File: src/rtl/riscv_pkg.sv
// Shared encodings for the multicycle RISC-V control path.
package riscv_pkg;

  // Controller state encodings, also exported on the debug state port.
  typedef enum logic [3:0] {
    StFetch    = 4'd0,
    StDecode   = 4'd1,
    StMemAdr   = 4'd2,
    StMemRead  = 4'd3,
    StMemWb    = 4'd4,
    StMemWrite = 4'd5,
    StExecuteR = 4'd6,
    StExecuteI = 4'd7,
    StAluWb    = 4'd8,
    StBeq      = 4'd9,
    StJal      = 4'd10
  } state_t;

  // Supported major opcodes.
  localparam logic [6:0] OpLw   = 7'b0000011;
  localparam logic [6:0] OpSw   = 7'b0100011;
  localparam logic [6:0] OpR    = 7'b0110011;
  localparam logic [6:0] OpIAlu = 7'b0010011;
  localparam logic [6:0] OpBeq  = 7'b1100011;
  localparam logic [6:0] OpJal  = 7'b1101111;

  // result_src: registered ALU output, memory read data, live ALU result.
  localparam logic [1:0] ResAluOut = 2'b00;
  localparam logic [1:0] ResData   = 2'b01;
  localparam logic [1:0] ResAluRes = 2'b10;

  // alu_src_a: PC, PC of the current instruction, rs1.
  localparam logic [1:0] SrcAPc    = 2'b00;
  localparam logic [1:0] SrcAOldPc = 2'b01;
  localparam logic [1:0] SrcARs1   = 2'b10;

  // alu_src_b: rs2, immediate, constant four.
  localparam logic [1:0] SrcBRs2  = 2'b00;
  localparam logic [1:0] SrcBImm  = 2'b01;
  localparam logic [1:0] SrcBFour = 2'b10;

  // alu_op: add, subtract (branch compare), decode from funct fields.
  localparam logic [1:0] AluAdd   = 2'b00;
  localparam logic [1:0] AluSub   = 2'b01;
  localparam logic [1:0] AluFunct = 2'b10;

endpackage

File: src/rtl/main_fsm.sv
// Multicycle RISC-V main controller: Moore FSM driving datapath enables and selects.
module main_fsm
  import riscv_pkg::*;
(
  input  logic       clk,
  input  logic       reset,
  input  logic [6:0] op,
  input  logic       zero,
  input  logic       mem_ready,
  output logic       pc_write,
  output logic       ir_write,
  output logic       reg_write,
  output logic       mem_write,
  output logic       adr_src,
  output logic [1:0] result_src,
  output logic [1:0] alu_src_a,
  output logic [1:0] alu_src_b,
  output logic [1:0] alu_op,
  output logic       illegal_op,
  output logic [3:0] state
);

  state_t state_q, state_d;

  // State register with synchronous reset overriding any transition.
  always_ff @(posedge clk) begin
    if (reset) begin
      state_q <= StFetch;
    end else begin
      state_q <= state_d;
    end
  end

  // Next-state selection.
  always_comb begin
    state_d = StFetch;
    case (state_q)
      StFetch:    state_d = mem_ready ? StDecode : StFetch;
      StDecode: begin
        case (op)
          OpLw, OpSw: state_d = StMemAdr;
          OpR:        state_d = StExecuteR;
          OpIAlu:     state_d = StExecuteI;
          OpBeq:      state_d = StBeq;
          OpJal:      state_d = StJal;
          default:    state_d = StFetch;
        endcase
      end
      StMemAdr: begin
        if (op == OpLw) begin
          state_d = StMemRead;
        end else if (op == OpSw) begin
          state_d = StMemWrite;
        end else begin
          state_d = StFetch;
        end
      end
      StMemRead:  state_d = mem_ready ? StMemWb : StMemRead;
      StMemWb:    state_d = StFetch;
      StMemWrite: state_d = mem_ready ? StFetch : StMemWrite;
      StExecuteR: state_d = StAluWb;
      StExecuteI: state_d = StAluWb;
      StAluWb:    state_d = StFetch;
      StBeq:      state_d = StFetch;
      StJal:      state_d = StAluWb;
      default:    state_d = StFetch;
    endcase
  end

  // Output decode from state; mem_ready, zero and op gate only the listed strobes.
  always_comb begin
    pc_write   = 1'b0;
    ir_write   = 1'b0;
    reg_write  = 1'b0;
    mem_write  = 1'b0;
    adr_src    = 1'b0;
    result_src = ResAluOut;
    alu_src_a  = SrcAPc;
    alu_src_b  = SrcBRs2;
    alu_op     = AluAdd;
    illegal_op = 1'b0;
    case (state_q)
      StFetch: begin
        alu_src_b  = SrcBFour;
        result_src = ResAluRes;
        ir_write   = mem_ready;
        pc_write   = mem_ready;
      end
      StDecode: begin
        alu_src_a = SrcAOldPc;
        alu_src_b = SrcBImm;
        illegal_op = !(op == OpLw || op == OpSw || op == OpR || op == OpIAlu ||
                       op == OpBeq || op == OpJal);
      end
      StMemAdr: begin
        alu_src_a = SrcARs1;
        alu_src_b = SrcBImm;
      end
      StMemRead: begin
        adr_src = 1'b1;
      end
      StMemWb: begin
        result_src = ResData;
        reg_write  = 1'b1;
      end
      StMemWrite: begin
        adr_src   = 1'b1;
        mem_write = 1'b1;
      end
      StExecuteR: begin
        alu_src_a = SrcARs1;
        alu_op    = AluFunct;
      end
      StExecuteI: begin
        alu_src_a = SrcARs1;
        alu_src_b = SrcBImm;
        alu_op    = AluFunct;
      end
      StAluWb: begin
        reg_write = 1'b1;
      end
      StBeq: begin
        alu_src_a = SrcARs1;
        alu_op    = AluSub;
        pc_write  = zero;
      end
      StJal: begin
        alu_src_a = SrcAOldPc;
        alu_src_b = SrcBFour;
        pc_write  = 1'b1;
      end
      default: ;
    endcase
    // Strobes must stay quiet while reset is held, whatever state we are leaving.
    if (reset) begin
      pc_write   = 1'b0;
      ir_write   = 1'b0;
      reg_write  = 1'b0;
      mem_write  = 1'b0;
      illegal_op = 1'b0;
    end
  end

  assign state = state_q;

endmodule
File: config.mk
export PLATFORM = sky130hd
export DESIGN_NAME = main_fsm
export DESIGN_NICKNAME = d
export VERILOG_FILES = /design/src/rtl/riscv_pkg.sv /design/src/rtl/main_fsm.sv
export SDC_FILE = /design/constraint.sdc
export NUM_CORES = 1
export LEC_CHECK = 0
export CAP_MARGIN = 20
export CORE_MARGIN = 3
export CORE_UTILIZATION = 43
export CTS_BUF_LIST = sky130_fd_sc_hd__clkbuf_4
export CTS_CLUSTER_DIAMETER = 100
export CTS_CLUSTER_SIZE = 40
export DETAILED_ROUTE_END_ITERATION = 10
export GPL_TIMING_DRIVEN = 0
export PLACE_DENSITY_LB_ADDON = 0.15
export SYNTH_ARGS = -nofsm -noshare
export SYNTH_HDL_FRONTEND = slang
export SYNTH_SLANG_ARGS = --single-unit
File: constraint.sdc
create_clock -name clk -period 2.9 [get_ports clk]
set_input_delay 0.58 -clock clk [delete_from_list [all_inputs] [get_ports clk]]
set_output_delay 0.58 -clock clk [all_outputs]
set_load 0.05 [all_outputs]
==> impl_results.html <==
<table>
<tr><th>Metric</th><th>Value</th></tr>
<tr><th colspan="2">Setup path</th></tr>
<tr><td>Type of element capturing the critical path</td><td>primary output</td></tr>
<tr><td>Cell with the largest stage delay on the worst path</td><td>sky130_fd_sc_hd__clkdlybuf4s50_1</td></tr>
<tr><td>Data arrival time of the critical path</td><td>2.25 ns</td></tr>
<tr><td>Critical Path Max Stage Delay</td><td>0.80 ns</td></tr>
<tr><td>Critical Path, Cell by Cell</td><td>clkdlybuf4s50_1 -&gt; and4b_1 -&gt; clkdlybuf4s50_1</td></tr>
<tr><td>Data required time at the worst endpoint</td><td>2.32 ns</td></tr>
<tr><td>Cell mode on critical path</td><td>sky130_fd_sc_hd__clkdlybuf4s50_1</td></tr>
<tr><td>Critical Path Start Type</td><td>primary input</td></tr>
<tr><td>Largest fanout on the critical path</td><td>6</td></tr>
<tr><td>Reg2Reg Setup Slack</td><td>1.44 ns</td></tr>
<tr><td>Kind of critical path</td><td>primary input to primary output</td></tr>
<tr><th colspan="2">Global route</th></tr>
<tr><td>Number of antenna violations at the first check in global routing</td><td>0</td></tr>
<tr><td>Overall Global Routing Usage</td><td>0.2181</td></tr>
<tr><td>Vias in the first global route</td><td>712</td></tr>
<tr><td>Gr ovfl total</td><td>0</td></tr>
<tr><td>Wire length of the first global-routing pass</td><td>3.042 mm</td></tr>
<tr><td>Largest net degree at the start of global routing</td><td>11</td></tr>
<tr><th colspan="2">Placed design</th></tr>
<tr><td>Buffers on Ports</td><td>28</td></tr>
<tr><td>Placed cells</td><td>127</td></tr>
<tr><td>Detail Placement HPWL</td><td>1.421 mm</td></tr>
<tr><td>Routability Congestion</td><td>0.8230</td></tr>
<tr><td>Worst slack at placement</td><td>-0.3246 ns</td></tr>
<tr><td>Placed Instance Area</td><td>884.6 sq um</td></tr>
<tr><th colspan="2">Clock network</th></tr>
<tr><td>Clock Sinks</td><td>4</td></tr>
<tr><td>Num CTS Buffers</td><td>3</td></tr>
<tr><td>Clock tree from TritonCTS</td><td>built</td></tr>
<tr><td>Postcts setup bufs</td><td>0</td></tr>
<tr><td>Maximum clock insertion buffer count</td><td>2</td></tr>
<tr><td>Register clock-pin slew on the reported worst setup and hold paths</td><td>0.04 ns</td></tr>
<tr><td>Hold Buf Count CTS</td><td>0</td></tr>
<tr><td>Number of H-tree branching levels</td><td>1</td></tr>
<tr><td>Cell chosen for the clock root</td><td>sky130_fd_sc_hd__clkbuf_4</td></tr>
<tr><td>Clock network latency to the later pin of the worst-skew pair</td><td>0.23 ns</td></tr>
<tr><th colspan="2">STA</th></tr>
<tr><td>Worst slew margin relative to its limit</td><td>0.6581</td></tr>
<tr><td>RSZ-0062 raised after global routing</td><td>false</td></tr>
<tr><td>Total count of max-transition violations in the final report</td><td>0</td></tr>
<tr><td>Period utilization</td><td>0.9764</td></tr>
<tr><td>Total of endpoints with negative setup slack in the final report</td><td>0</td></tr>
<tr><td>Setup slack of the critical path after layout</td><td>0.06854 ns</td></tr>
<tr><td>Clock skew</td><td>0.002407 ns</td></tr>
<tr><td>Min Clock Period, post-route</td><td>2.831 ns</td></tr>
<tr><td>F_max</td><td>353.2 MHz</td></tr>
<tr><td>Transition time of the tightest slew-check pin</td><td>0.5120 ns</td></tr>
<tr><td>Final Hold Fails</td><td>0</td></tr>
<tr><th colspan="2">Pwr</th></tr>
<tr><td>Static leakage</td><td>0.3881 nW</td></tr>
<tr><td>Pwr Density</td><td>233.7 mW/mm^2</td></tr>
<tr><td>Maximum ir drop on the vdd rail</td><td>0.1066 mV</td></tr>
<tr><th colspan="2">Route</th></tr>
<tr><td>Count of vias placed by the detailed router</td><td>752</td></tr>
<tr><td>Detailed-route wire length</td><td>1.879 mm</td></tr>
<tr><td>DRC violation count after routing</td><td>0</td></tr>
<tr><td>Drt first pass iters</td><td>4</td></tr>
<tr><td>Via density per instance</td><td>5.785</td></tr>
<tr><td>Antenna viol nets, final</td><td>0</td></tr>
<tr><td>Average routed wire per standard cell</td><td>14.45 um</td></tr>
<tr><td>DR iter-0 viols</td><td>12</td></tr>
<tr><th colspan="2">Layout</th></tr>
<tr><td>Flip-flop count of the largest register, all copies and words added</td><td>4</td></tr>
<tr><td>Register Area</td><td>80.08 sq um</td></tr>
<tr><td>Area grow syn2layout</td><td>63.90%</td></tr>
<tr><td>Count of antenna diodes in the layout</td><td>0</td></tr>
<tr><td>Share of post-route cells with drive strength above 1</td><td>0.1552</td></tr>
<tr><td>Non-filler cells in the finished layout</td><td>130</td></tr>
<tr><td>Filler Cells Inserted</td><td>97</td></tr>
<tr><td>NumNets Final</td><td>129</td></tr>
<tr><td>Area of all placed cells without fillers</td><td>914.6 sq um</td></tr>
<tr><td>Area taken by multi-input logic gates</td><td>467.9 sq um</td></tr>
<tr><th colspan="2">Logic synthesis</th></tr>
<tr><td>Most frequently used flop master after synthesis</td><td>sky130_fd_sc_hd__dfxtp_1</td></tr>
<tr><td>Distinct cell type count of the synthesized netlist</td><td>33</td></tr>
<tr><td>Post-synth EDFFs</td><td>0</td></tr>
<tr><td>Synthesis Warnings</td><td>0</td></tr>
<tr><td>Number of instances in the synthesized netlist</td><td>85</td></tr>
<tr><td>Netlist Area Pre-Place</td><td>558.0 sq um</td></tr>
<tr><td>Most area-consuming cells after synthesis</td><td>sky130_fd_sc_hd__dfxtp_1, sky130_fd_sc_hd__nor2_1, sky130_fd_sc_hd__a21oi_1</td></tr>
<tr><td>Share of synthesized flip-flops with an asynchronous set or reset</td><td>0</td></tr>
<tr><td>Number of nets in the synthesized netlist</td><td>96</td></tr>
<tr><td>Average footprint of a synthesized cell</td><td>6.565 sq um</td></tr>
<tr><td>Most used standard cells in the synthesized netlist</td><td>sky130_fd_sc_hd__nor2_1, sky130_fd_sc_hd__a21oi_1, sky130_fd_sc_hd__nor3_1, sky130_fd_sc_hd__nand2_1</td></tr>
<tr><td>Share of the synthesized area in the top cell type</td><td>0.1435</td></tr>
<tr><td>Area leader, netlist</td><td>sky130_fd_sc_hd__dfxtp_1</td></tr>
<tr><td>Cell with the most instances after synthesis</td><td>sky130_fd_sc_hd__nor2_1</td></tr>
<tr><td>Seq cells post-synth</td><td>4</td></tr>
<tr><td>Seq/Total Area, Yosys</td><td>0.1435</td></tr>
<tr><th colspan="2">Status</th></tr>
<tr><td>Status</td><td>completed</td></tr>
<tr><th colspan="2">Die</th></tr>
<tr><td>Die boundary height</td><td>42.03 um</td></tr>
<tr><td>I/O pin count</td><td>29</td></tr>
<tr><td>Starting density of the core</td><td>0.4827</td></tr>
<tr><td>Number of cell rows</td><td>12</td></tr>
<tr><td>Die footprint</td><td>0.001766 sq mm</td></tr>
<tr><td>Core Box Area</td><td>0.001156 sq mm</td></tr>
<tr><td>Die width</td><td>42.03 um</td></tr>
<tr><th colspan="2">Hold path</th></tr>
<tr><td>Classification of the worst-slack hold path</td><td>flop to flop</td></tr>
<tr><th colspan="2">Run</th></tr>
<tr><td># Max-Cap Violations</td><td>0</td></tr>
</table>
[final timing paths]
path	startpoint	end	cells past startpoint
worst max-delay path	reset	ir_write	3
worst min-delay path	state[0]$_SDFF_PP0_	state[2]$_SDFF_PP0_	3
worst max register to register	state[0]$_SDFF_PP0_	state[3]$_SDFF_PP0_	5
worst min register to register	state[0]$_SDFF_PP0_	state[2]$_SDFF_PP0_	3
[cells by family after synthesis]
| family | after synthesis | synth area share |
|---|---|---|
| compound gates | 18 | 0.2220 |
| simple gates | 50 | 0.4955 |
| flops | 4 | 0.1435 |
| xor+xnor | 3 | 0.04709 |
| mux | 1 | 0.01794 |
| buf+inv | 9 | 0.07399 |
[cell type report]
| class | count | share of cell area |
|---|---|---|
| inverters | 3 | 0.01231 |
| multi-input cells | 72 | 0.5116 |
| flip-flops and latches | 4 | 0.08755 |
| plain buffers | 6 | 0.03420 |
| repair buffers | 28 | 0.3105 |
| clock buffers | 3 | 0.02462 |
| well taps | 14 | 0.01915 |
[power by group]
| part | switching (mW) | internal [mW] | total [mW] |
|---|---|---|---|
| Combinational | 0.0508 | 0.0343 | 0.0852 |
| Clock | 0.0244 | 0.0464 | 0.0709 |
| Sequential | 0.00148 | 0.0562 | 0.0577 |
| Total | 0.0768 | 0.137 | 0.214 |
[critical path: cells and delay by family]
kind | cells | cell delay, ns
simple gates | 1 | 0.32
buf+inv | 2 | 1.35
[layer usage]
layer  GRT usage  part of all wire  up-vias  wire (um)
li1            -                 -      376          -
met1      0.2648              0.42      347        797
met2      0.3951              0.51       29        967
met3     0.03433             0.061        0        114
met4     0.05590                 0        0          0
met5           0                 0        -          0
[layout by cell type (no fill, tap or decap), types with 2 or more instances in the layout]
master                            synthesis  layout
sky130_fd_sc_hd__clkbuf_4                 0       3
sky130_fd_sc_hd__nand2_1                  5       5
sky130_fd_sc_hd__clkdlybuf4s50_1          0      20
sky130_fd_sc_hd__nor3_1                   6       4
sky130_fd_sc_hd__xnor2_1                  3       3
sky130_fd_sc_hd__nor4_2                   0       3
sky130_fd_sc_hd__nand3_1                  3       3
sky130_fd_sc_hd__nor2b_1                  3       2
sky130_fd_sc_hd__a21oi_1                  7       7
sky130_fd_sc_hd__o22ai_1                  2       2
sky130_fd_sc_hd__dlymetal6s2s_1           0       3
sky130_fd_sc_hd__o21ai_0                  2       2
sky130_fd_sc_hd__o31a_1                   2       2
sky130_fd_sc_hd__dlygate4sd2_1            0       4
sky130_fd_sc_hd__nand4b_1                 2       2
sky130_fd_sc_hd__inv_1                    3       3
sky130_fd_sc_hd__nor3_2                   0       2
sky130_fd_sc_hd__dfxtp_1                  4       4
sky130_fd_sc_hd__nand2b_1                 4       4
sky130_fd_sc_hd__nor2_1                  12      12
sky130_fd_sc_hd__nand4_1                  3       3
sky130_fd_sc_hd__buf_2                    3       3
[timing repair]
item / 4_1_cts / 5_1_grt
endpoints found under the setup margin: 5 / 4
gates cloned: 0 / 0
gates resized for setup: 7 / 6
[through the flow]
stage	util	TNS (ns)	power, mW	hold WS [ns]
floorplan	-	-0.02941	0.1074	0.7623
global placement	0.7652	-0.3569	0.1427	0.7256
detailed placement	0.7652	-0.3715	0.1442	0.7315
CTS	0.7814	0	0.2128	0.7432
global route	0.7911	0	0.2262	0.8005
finish	0.7911	0	0.2137	0.7549
No activity file was read; power rests on OpenSTA's default activity.
